[src/rtl/uart_rx_fifo.sv]
// UART receiver with a small first-word-fall-through receive FIFO.
// Define UART_RX_PARITY_EN to receive and check one parity bit per frame.
module uart_rx_fifo #(
  parameter int CLK_FREQ   = 125000000,
  parameter int BAUD_RATE  = 9600,
  parameter int DATA_BITS  = 8,
  parameter int FIFO_DEPTH = 4,
  parameter int PARITY_ODD = 0
) (
  input  logic                        clk,
  input  logic                        rst,
  input  logic                        rx_pin_in,
  output logic [DATA_BITS-1:0]        rx_data,
  output logic                        rx_valid,
  input  logic                        rx_ready,
  output logic                        frame_err,
  output logic                        parity_err,
  output logic                        overrun,
  output logic [$clog2(FIFO_DEPTH):0] fifo_count
);

  localparam int DIV  = CLK_FREQ / BAUD_RATE;
  localparam int HALF = DIV / 2;
  localparam int CW   = $clog2(DIV + 1);
  localparam int AW   = $clog2(FIFO_DEPTH);
  localparam int BW   = $clog2(DATA_BITS + 1);

  typedef enum logic [2:0] {
    IDLE,
    START,
    DATA,
`ifdef UART_RX_PARITY_EN
    PARITY,
`endif
    STOP,
    WAIT_HIGH
  } state_t;

  state_t               state, state_n;
  logic                 s1, s2, s3;
  logic                 fall, tick, last_bit;
  logic [CW-1:0]        cnt;
  logic [BW-1:0]        bit_idx;
  logic [DATA_BITS-1:0] shreg;
  logic                 par_bad;
  logic                 push, ferr_c, perr_c;
  logic [AW-1:0]        wr_ptr, rd_ptr;
  logic [DATA_BITS-1:0] mem [FIFO_DEPTH];
  logic                 full, pop, wr_en;

  // s3 is the previous synchronized sample, used only for edge detect
  always_ff @(posedge clk or posedge rst) begin
    if (rst) begin
      s1 <= 1'b1;
      s2 <= 1'b1;
      s3 <= 1'b1;
    end else begin
      s1 <= rx_pin_in;
      s2 <= s1;
      s3 <= s2;
    end
  end

  assign fall     = s3 & ~s2;
  assign last_bit = bit_idx == BW'(DATA_BITS - 1);

  always_comb begin
    tick = 1'b0;
    unique case (state)
      IDLE, WAIT_HIGH: tick = 1'b0;
      START:           tick = cnt == CW'(HALF - 1);
      default:         tick = cnt == CW'(DIV - 1);
    endcase
  end

  always_ff @(posedge clk or posedge rst) begin
    if (rst) state <= IDLE;
    else     state <= state_n;
  end

  always_comb begin
    state_n = state;
    unique case (state)
      IDLE:      if (fall) state_n = START;
      START:     if (tick) state_n = s2 ? IDLE : DATA;
`ifdef UART_RX_PARITY_EN
      DATA:      if (tick && last_bit) state_n = PARITY;
      PARITY:    if (tick) state_n = STOP;
`else
      DATA:      if (tick && last_bit) state_n = STOP;
`endif
      STOP:      if (tick) state_n = s2 ? IDLE : WAIT_HIGH;
      WAIT_HIGH: if (s2) state_n = IDLE;
      default:   state_n = IDLE;
    endcase
  end

  always_comb begin
    push   = (state == STOP) && tick && s2 && !par_bad;
    ferr_c = (state == STOP) && tick && !s2;
`ifdef UART_RX_PARITY_EN
    perr_c = (state == PARITY) && tick &&
             ((^shreg ^ s2) != 1'(PARITY_ODD));
`else
    perr_c = 1'b0;
`endif
  end

  always_ff @(posedge clk or posedge rst) begin
    if (rst) begin
      cnt     <= '0;
      bit_idx <= '0;
      shreg   <= '0;
    end else begin
      if (state == IDLE || state == WAIT_HIGH || tick) cnt <= '0;
      else cnt <= cnt + 1'b1;
      if (state == START) bit_idx <= '0;
      else if (state == DATA && tick) bit_idx <= bit_idx + 1'b1;
      if (state == DATA && tick) shreg <= {s2, shreg[DATA_BITS-1:1]};
    end
  end

`ifdef UART_RX_PARITY_EN
  // a bad parity bit poisons the word until the next start bit
  always_ff @(posedge clk or posedge rst) begin
    if (rst)                 par_bad <= 1'b0;
    else if (state == START) par_bad <= 1'b0;
    else if (perr_c)         par_bad <= 1'b1;
  end
`else
  assign par_bad = 1'b0;
`endif

  assign full     = fifo_count == (AW+1)'(FIFO_DEPTH);
  assign rx_valid = fifo_count != '0;
  assign pop      = rx_valid & rx_ready;
  assign wr_en    = push & (~full | pop);
  assign rx_data  = rx_valid ? mem[rd_ptr] : '0;

  always_ff @(posedge clk or posedge rst) begin
    if (rst) begin
      wr_ptr     <= '0;
      rd_ptr     <= '0;
      fifo_count <= '0;
      frame_err  <= 1'b0;
      parity_err <= 1'b0;
      overrun    <= 1'b0;
    end else begin
      if (wr_en) wr_ptr <= wr_ptr + 1'b1;
      if (pop)   rd_ptr <= rd_ptr + 1'b1;
      unique case ({wr_en, pop})
        2'b10:   fifo_count <= fifo_count + 1'b1;
        2'b01:   fifo_count <= fifo_count - 1'b1;
        default: fifo_count <= fifo_count;
      endcase
      frame_err  <= ferr_c;
      parity_err <= perr_c;
      overrun    <= push & full & ~pop;
    end
  end

  always_ff @(posedge clk) begin
    if (wr_en) mem[wr_ptr] <= shreg;
  end

endmodule

[config.mk]
export PLATFORM = sky130hd
export DESIGN_NAME = uart_rx_fifo
export DESIGN_NICKNAME = d
export VERILOG_FILES = /design/src/rtl/uart_rx_fifo.sv
export SDC_FILE = /design/constraint.sdc
export NUM_CORES = 1
export LEC_CHECK = 0
export ABC_AREA = 1
export CORE_ASPECT_RATIO = 1.1
export CORE_MARGIN = 3
export CORE_UTILIZATION = 40
export CTS_CLUSTER_DIAMETER = 80
export DETAILED_ROUTE_END_ITERATION = 10
export SYNTH_ARGS = -nofsm -noshare
export SYNTH_HDL_FRONTEND = slang
export SYNTH_SLANG_ARGS = --single-unit
[constraint.sdc]
create_clock -name clk -period 2.64 [get_ports clk]
set_clock_uncertainty 0.2 [all_clocks]
set_input_delay 0.396 -clock clk [delete_from_list [all_inputs] [get_ports clk]]
set_output_delay 0.396 -clock clk [all_outputs]
set_load 0.005 [all_outputs]
# Yosys cells after proc, flatten, opt, wreduce, memory -nomap -nowiden

Memories as Yosys holds them, arrays and structs flattened.
Index checks and enable logic that the tools add are counted.

Flip-flop bits (word level): 41
Latch bits: 0
Memory bits (writable): 32
Memory bits (read-only): 0
Bits of input ports: 4
Output and inout port bits: 15
Logic and storage cells: 73
Memories kept: 1

$add $sub $neg: 6
$mul: 0
Div/mod/pow operators: 0
Magnitude comparators: 0
Equal/unequal tests: 15
Shifts and indexed selects: 0
Multiplexer cells: 16
Bitwise gates (word level): 9
Reduce and logical (&&, ||, !) cells: 14

Memories:

| name | depth | bits a word | read ports | clocked after memory_dff | wr ports | RTL line | RTL |
|---|---|---|---|---|---|---|---|
| mem  | 4     | 8           | 1          | 0                        | 1        | 48       | `logic [DATA_BITS-1:0] mem [FIFO_DEPTH];` |

Operators with widths:

| cell                                                   | number |
|---|---|
| two-way mux 3 bit                                      | 6 |
| case mux 3 bit (5 select lines)                        | 1 |
| adder 14 x 1 -> 14 bit (second input constant)         | 1 |
| equality test 14 x 13 -> 1 bit (second input constant) | 1 |
| equality test 14 bit (second input constant)           | 1 |
| two-way mux 14 bit                                     | 1 |
| != test 2 bit (second input constant)                  | 5 |
| two-way mux 4 bit                                      | 2 |
| two-way mux 8 bit                                      | 1 |
| equality test 3 x 2 -> 1 bit (second input constant)   | 2 |
| equality test 3 bit (second input constant)            | 2 |
| case mux 3 bit (2 select lines)                        | 1 |
| bitwise AND 1 bit                                      | 5 |
| logical AND 1 bit                                      | 5 |
| AND reduction 5 bit                                    | 1 |
| adder 2 x 1 -> 2 bit (second input constant)           | 2 |
| adder 4 x 1 -> 4 bit (second input constant)           | 1 |
| equality test 4 x 3 -> 1 bit (second input constant)   | 1 |
| nonzero test 2 bit                                     | 2 |
| adder 3 x 1 -> 3 bit (second input constant)           | 1 |
| equality test 3 x 1 -> 1 bit (second input constant)   | 1 |
| zero test 3 bit                                        | 1 |
| inverter 1 bit                                         | 3 |
| nonzero test 3 bit                                     | 1 |
| other kinds (10)                                       | 12 |

# Longest topological paths before layout

Depth in word-level cells: 8
Depth in mapped cells: 16

# Least setup slack after synthesis

OpenSTA, ideal clock, no wires.

Path kind: register to register
Start point: reg state[2]
End point: mem mem[0][0], enable pin
Data arrival time: 1585 ps
Path slack: 484 ps
Cell stages (with the launch flop): 10
Buffers on the path: 0
Clock period less this slack: 2156 ps
Cells stage by stage: dfrtp_1 inv_2 nand2_2 nor2_4 nand3_1 nand2_1 inv_2 nor2_4 nand3_1 nor2_1

Cells in the longest elaborated chain, start to end: 8

RTL lines:

| item                                                          | RTL line | RTL |
|---|---|---|
| start: declaration                                            | 39       | `state_t state, state_n;` |
| start signal: assignment                                      | 78       | `else state <= state_n;` |
| equality test 3 bit / zero test 3 bit (equally long branches) | 69       | `unique case (state)` |
| OR reduction 2 bit                                            | 69       |  |
| case mux 1 bit (2 select lines)                               | 69       |  |
| logical AND 1 bit * (2 in a row)                              | 99       | `push = (state == STOP) && tick && s2 && !par_bad;` |
| bitwise AND 1 bit *                                           | 137      | `assign wr_en = push & (~full \| pop);` |
| two-way mux 1 bit *                                           | 163      | `if (wr_en) mem[wr_ptr] <= shreg;` |
| two-way mux 1 bit (not written as such) *                     | 163      |  |
| end: declaration                                              | 48       |  |

Every way passes the cells marked *; elsewhere a longest branch is shown, timed or not.

# Worst setup path in the final report

Start point: reg rd_ptr[0]
End point: out rx_data[1]

Cells in the longest elaborated chain, start to end: 2

RTL lines:

| item                     | RTL line | RTL |
|---|---|---|
| start: declaration       | 47       | `logic [AW-1:0] wr_ptr, rd_ptr;` |
| start signal: assignment | 150      | `if (pop) rd_ptr <= rd_ptr + 1'b1;` |
| memory read (4 x 8 bit)  | --       |  |
| two-way mux 8 bit        | 138      | `assign rx_data = rx_valid ? mem[rd_ptr] : '0;` |
| end: declaration         | 13       | `output logic [DATA_BITS-1:0] rx_data,` |

No other way between the ends.

==> summary.txt <==
first-pass GRT wire length: 10500 um
Root Buffer: clkbuf_8
EDFF count, synth: 32
Critical Path RT: 2.04 ns
Synth Area in Compound Gates: 7.73%
endpoints failing hold: 0
async set-reset flop share out of synthesis: 56.2%
post-synthesis mux area share: 0%
Hold Crit Class: flip-flop to flip-flop
f_max: 399 MHz
area leader, netlist: edfxtp_1
DR WL/cell: 12.1 um
relative slew slack: 64.0%
Inst Count DP: 475
Overall Global Routing Usage: 14.2%
final setup violation count: 0
largest net degree at the start of global routing: 42
Residual DRC: 0
Seq/Total Area, Yosys: 59.7%
placed inst area: 3660 um2
Routed Wire Length: 6010 um
clock sink count: 73
CP Launch Type: flip-flop
Adder-Cell Fraction of Synth Area: 2.85%
Max clock buf depth: 2
vias in the first global route: 2247
Crit Path Class: flip-flop to output port
H-tree depth: 3
RSZ-0062 raised after global routing: false
Synth Cell Area: 3330 um2
synth unique cells: 35
antenna violations before repair: 0
Synth Flop Type: dfrtp_1
maximum fanout along the worst path: 9
top cells by count, synth: nor2_1 (64), nand2_1 (54), dfrtp_1 (38)
Detail Placement HPWL: 4230 um
Layout fillers: 769
gr ovfl total: 0
syn nets: 360
Cell Pwr Density: 847 nW/um2
Final Slew Violations: 0
CP max stage delay: 0.51 ns
Die H: 102 um
VDD IR max: 0.293 mV
syn avg cell area: 9.55 um2
Post-Synthesis Cells: 349
TritonCTS clock tree: built
Synth Area in Simple Gates: 20.8%
FF+latch count, synth: 73
Worst Tran Pin Value: 0.541 ns
# diodes: 0
CP top delay family: buffers and inverters
max-cap violations: 0
LEAKAGE: 1.71 nW
first-iteration detailed-routing DRC count: 78
count leader, synth: nor2_1
total number of vias: 2330
CP bufs+invs: 2
floorplan core area: 8000 um2
Port Buf Inserts: 17
number of CTS-inserted buffers: 9
gpl congestion: 0.797
vias per inst: 4.70
Die Area: 9470 um2
share of layout cells above drive strength 1: 13.7%
most frequent CP cell: nor2_1
Horiz. Die Dim: 93.1 um
dominant cells by area after synthesis: edfxtp_1 (29%), dfrtp_1 (29%), nor2_1 (7.2%)
Total Neg Setup Slack: 0 ns
Hold-fix buffers, CTS: 0
crit path max-delay cell type: clkdlybuf4s50_1
num ports: 19
cell area after layout: 3890 um2
largest family of logic cells by synthesized area: simple AND/OR/NAND/NOR gates
top cell type's share of synthesized area: 28.8%
number of routed nets with antenna violations: 0
nets: 394
Synth Area in XOR/XNOR: 2.63%
cell row count: 34
area delta synth->final: 16.8%
status: complete, no violations
Yosys warnings: 0
DRT Pass-1 Iters: 4
minimum clock period: 2.51 ns
clock-pin transition on the worst setup and hold timing paths: 0.08 ns
non-filler cells in the finished layout: 496
clock insertion delay at the later pin of the skew report: 0.35 ns
final worst path period share: 95.0%
Cell Chain, Critical Path: buf_4 > nor2_1 > nor2_1 > o21ai_0 > a21oi_1 > clkdlybuf4s50_1
initial core utilization: 41.7%
Worst Path Arrival: 1.91 ns
Setup crit end kind: output port
## final timing paths
path	startpoint	endpoint	slack, ns	depth (start not counted)
worst max-delay path	rd_ptr[0]$_DFFE_PP0P_	rx_data[1]	0.13	6
worst min-delay path	s1$_DFF_PP1_	s2$_DFF_PP1_	0.16	0
worst max register to register	state[1]$_DFFE_PP0P_	fifo_count[2]$_DFFE_PP0P_	0.36	15
worst min register to register	s1$_DFF_PP1_	s2$_DFF_PP1_	0.16	0
max in group asynchronous	rst	rd_ptr[0]$_DFFE_PP0P_	1.56	3
min in group asynchronous	rst	bit_idx[1]$_DFFE_PP0P_	0.27	3
## cell families (layout without fill, tap and decap cells)
kind of cell / after synthesis / after routing
AO/OA/AOI/OAI: 50 / 50
other: 1 / 1
adder cells (fa/ha/maj): 7 / 7
AND/OR/NAND/NOR: 157 / 157
XOR/XNOR: 10 / 10
flip-flops: 73 / 73
buffers and inverters: 51 / 90
## cell type report
type                            count  area [um2]  share of cell area, %
Sequential cell                    73        1990                   51.2
Multi-Input combinational cell    225        1140                   29.2
Timing Repair Buffer               31         275                   7.07
Inverter                           43         170                   4.37
Tap cell                          108         135                   3.47
Clock buffer                        9         124                   3.18
Clock inverter                      7        60.1                   1.54
## layout by cell type, fill, tap and decap left out, types with 6 or more instances in the layout
| cell type | count |
|---|---|
| a21oi_1 | 16 |
| buf_4 | 14 |
| nor2_1 | 64 |
| dfrtp_1 | 37 |
| inv_1 | 35 |
| clkdlybuf4s50_1 | 17 |
| o21ai_0 | 27 |
| clkbuf_8 | 9 |
| nand3_1 | 16 |
| xor2_1 | 8 |
| nand2_1 | 54 |
| edfxtp_1 | 32 |
| ha_1 | 6 |
## report_power, final
group / internal (mW) / switching, mW
combinational: 0.536 / 0.568
sequential: 1.27 / 0.120
clock: 0.355 / 0.449
## flip-flops by register name (all words and copies together) (netlist names), 2 cells and up
| name | cells |
|---|---|
| state | 3 |
| cnt | 14 |
| shreg | 8 |
| fifo_count | 3 |
| mem | 32 |
| rd_ptr | 2 |
| wr_ptr | 2 |
| bit_idx | 4 |
## metal layers
metal / track usage (%) / share of wire (%) / up-vias
li1: - / - / 1193
met1: 18.3 / 49 / 1096
met2: 22.3 / 47 / 29
met3: 3.42 / 2.6 / 12
met4: 7.55 / 1.8 / 0
met5: 0 / 0 / -
## through the flow
step	setup WS, ns	hold slack [ns]	utilization [%]	power [mW]
after floorplan	0.485	0.145	-	2.04
after detailed placement	0.337	0.148	45.8	2.45
after CTS	0.0601	0.160	48.2	3.28
after global routing	0.0105	0.168	48.7	3.54
final	0.133	0.158	48.7	3.30
after global placement	0.372	0.146	45.8	2.43
## repair_timing
| item | in CTS | in global routing |
|---|---|---|
| pin swaps | 0 | 0 |
| setup endpoints to repair | 8 | 7 |
| resized for setup | 2 | 1 |
| buffers inserted | 0 | 5 |
No activity file was read; power rests on OpenSTA's default activity.
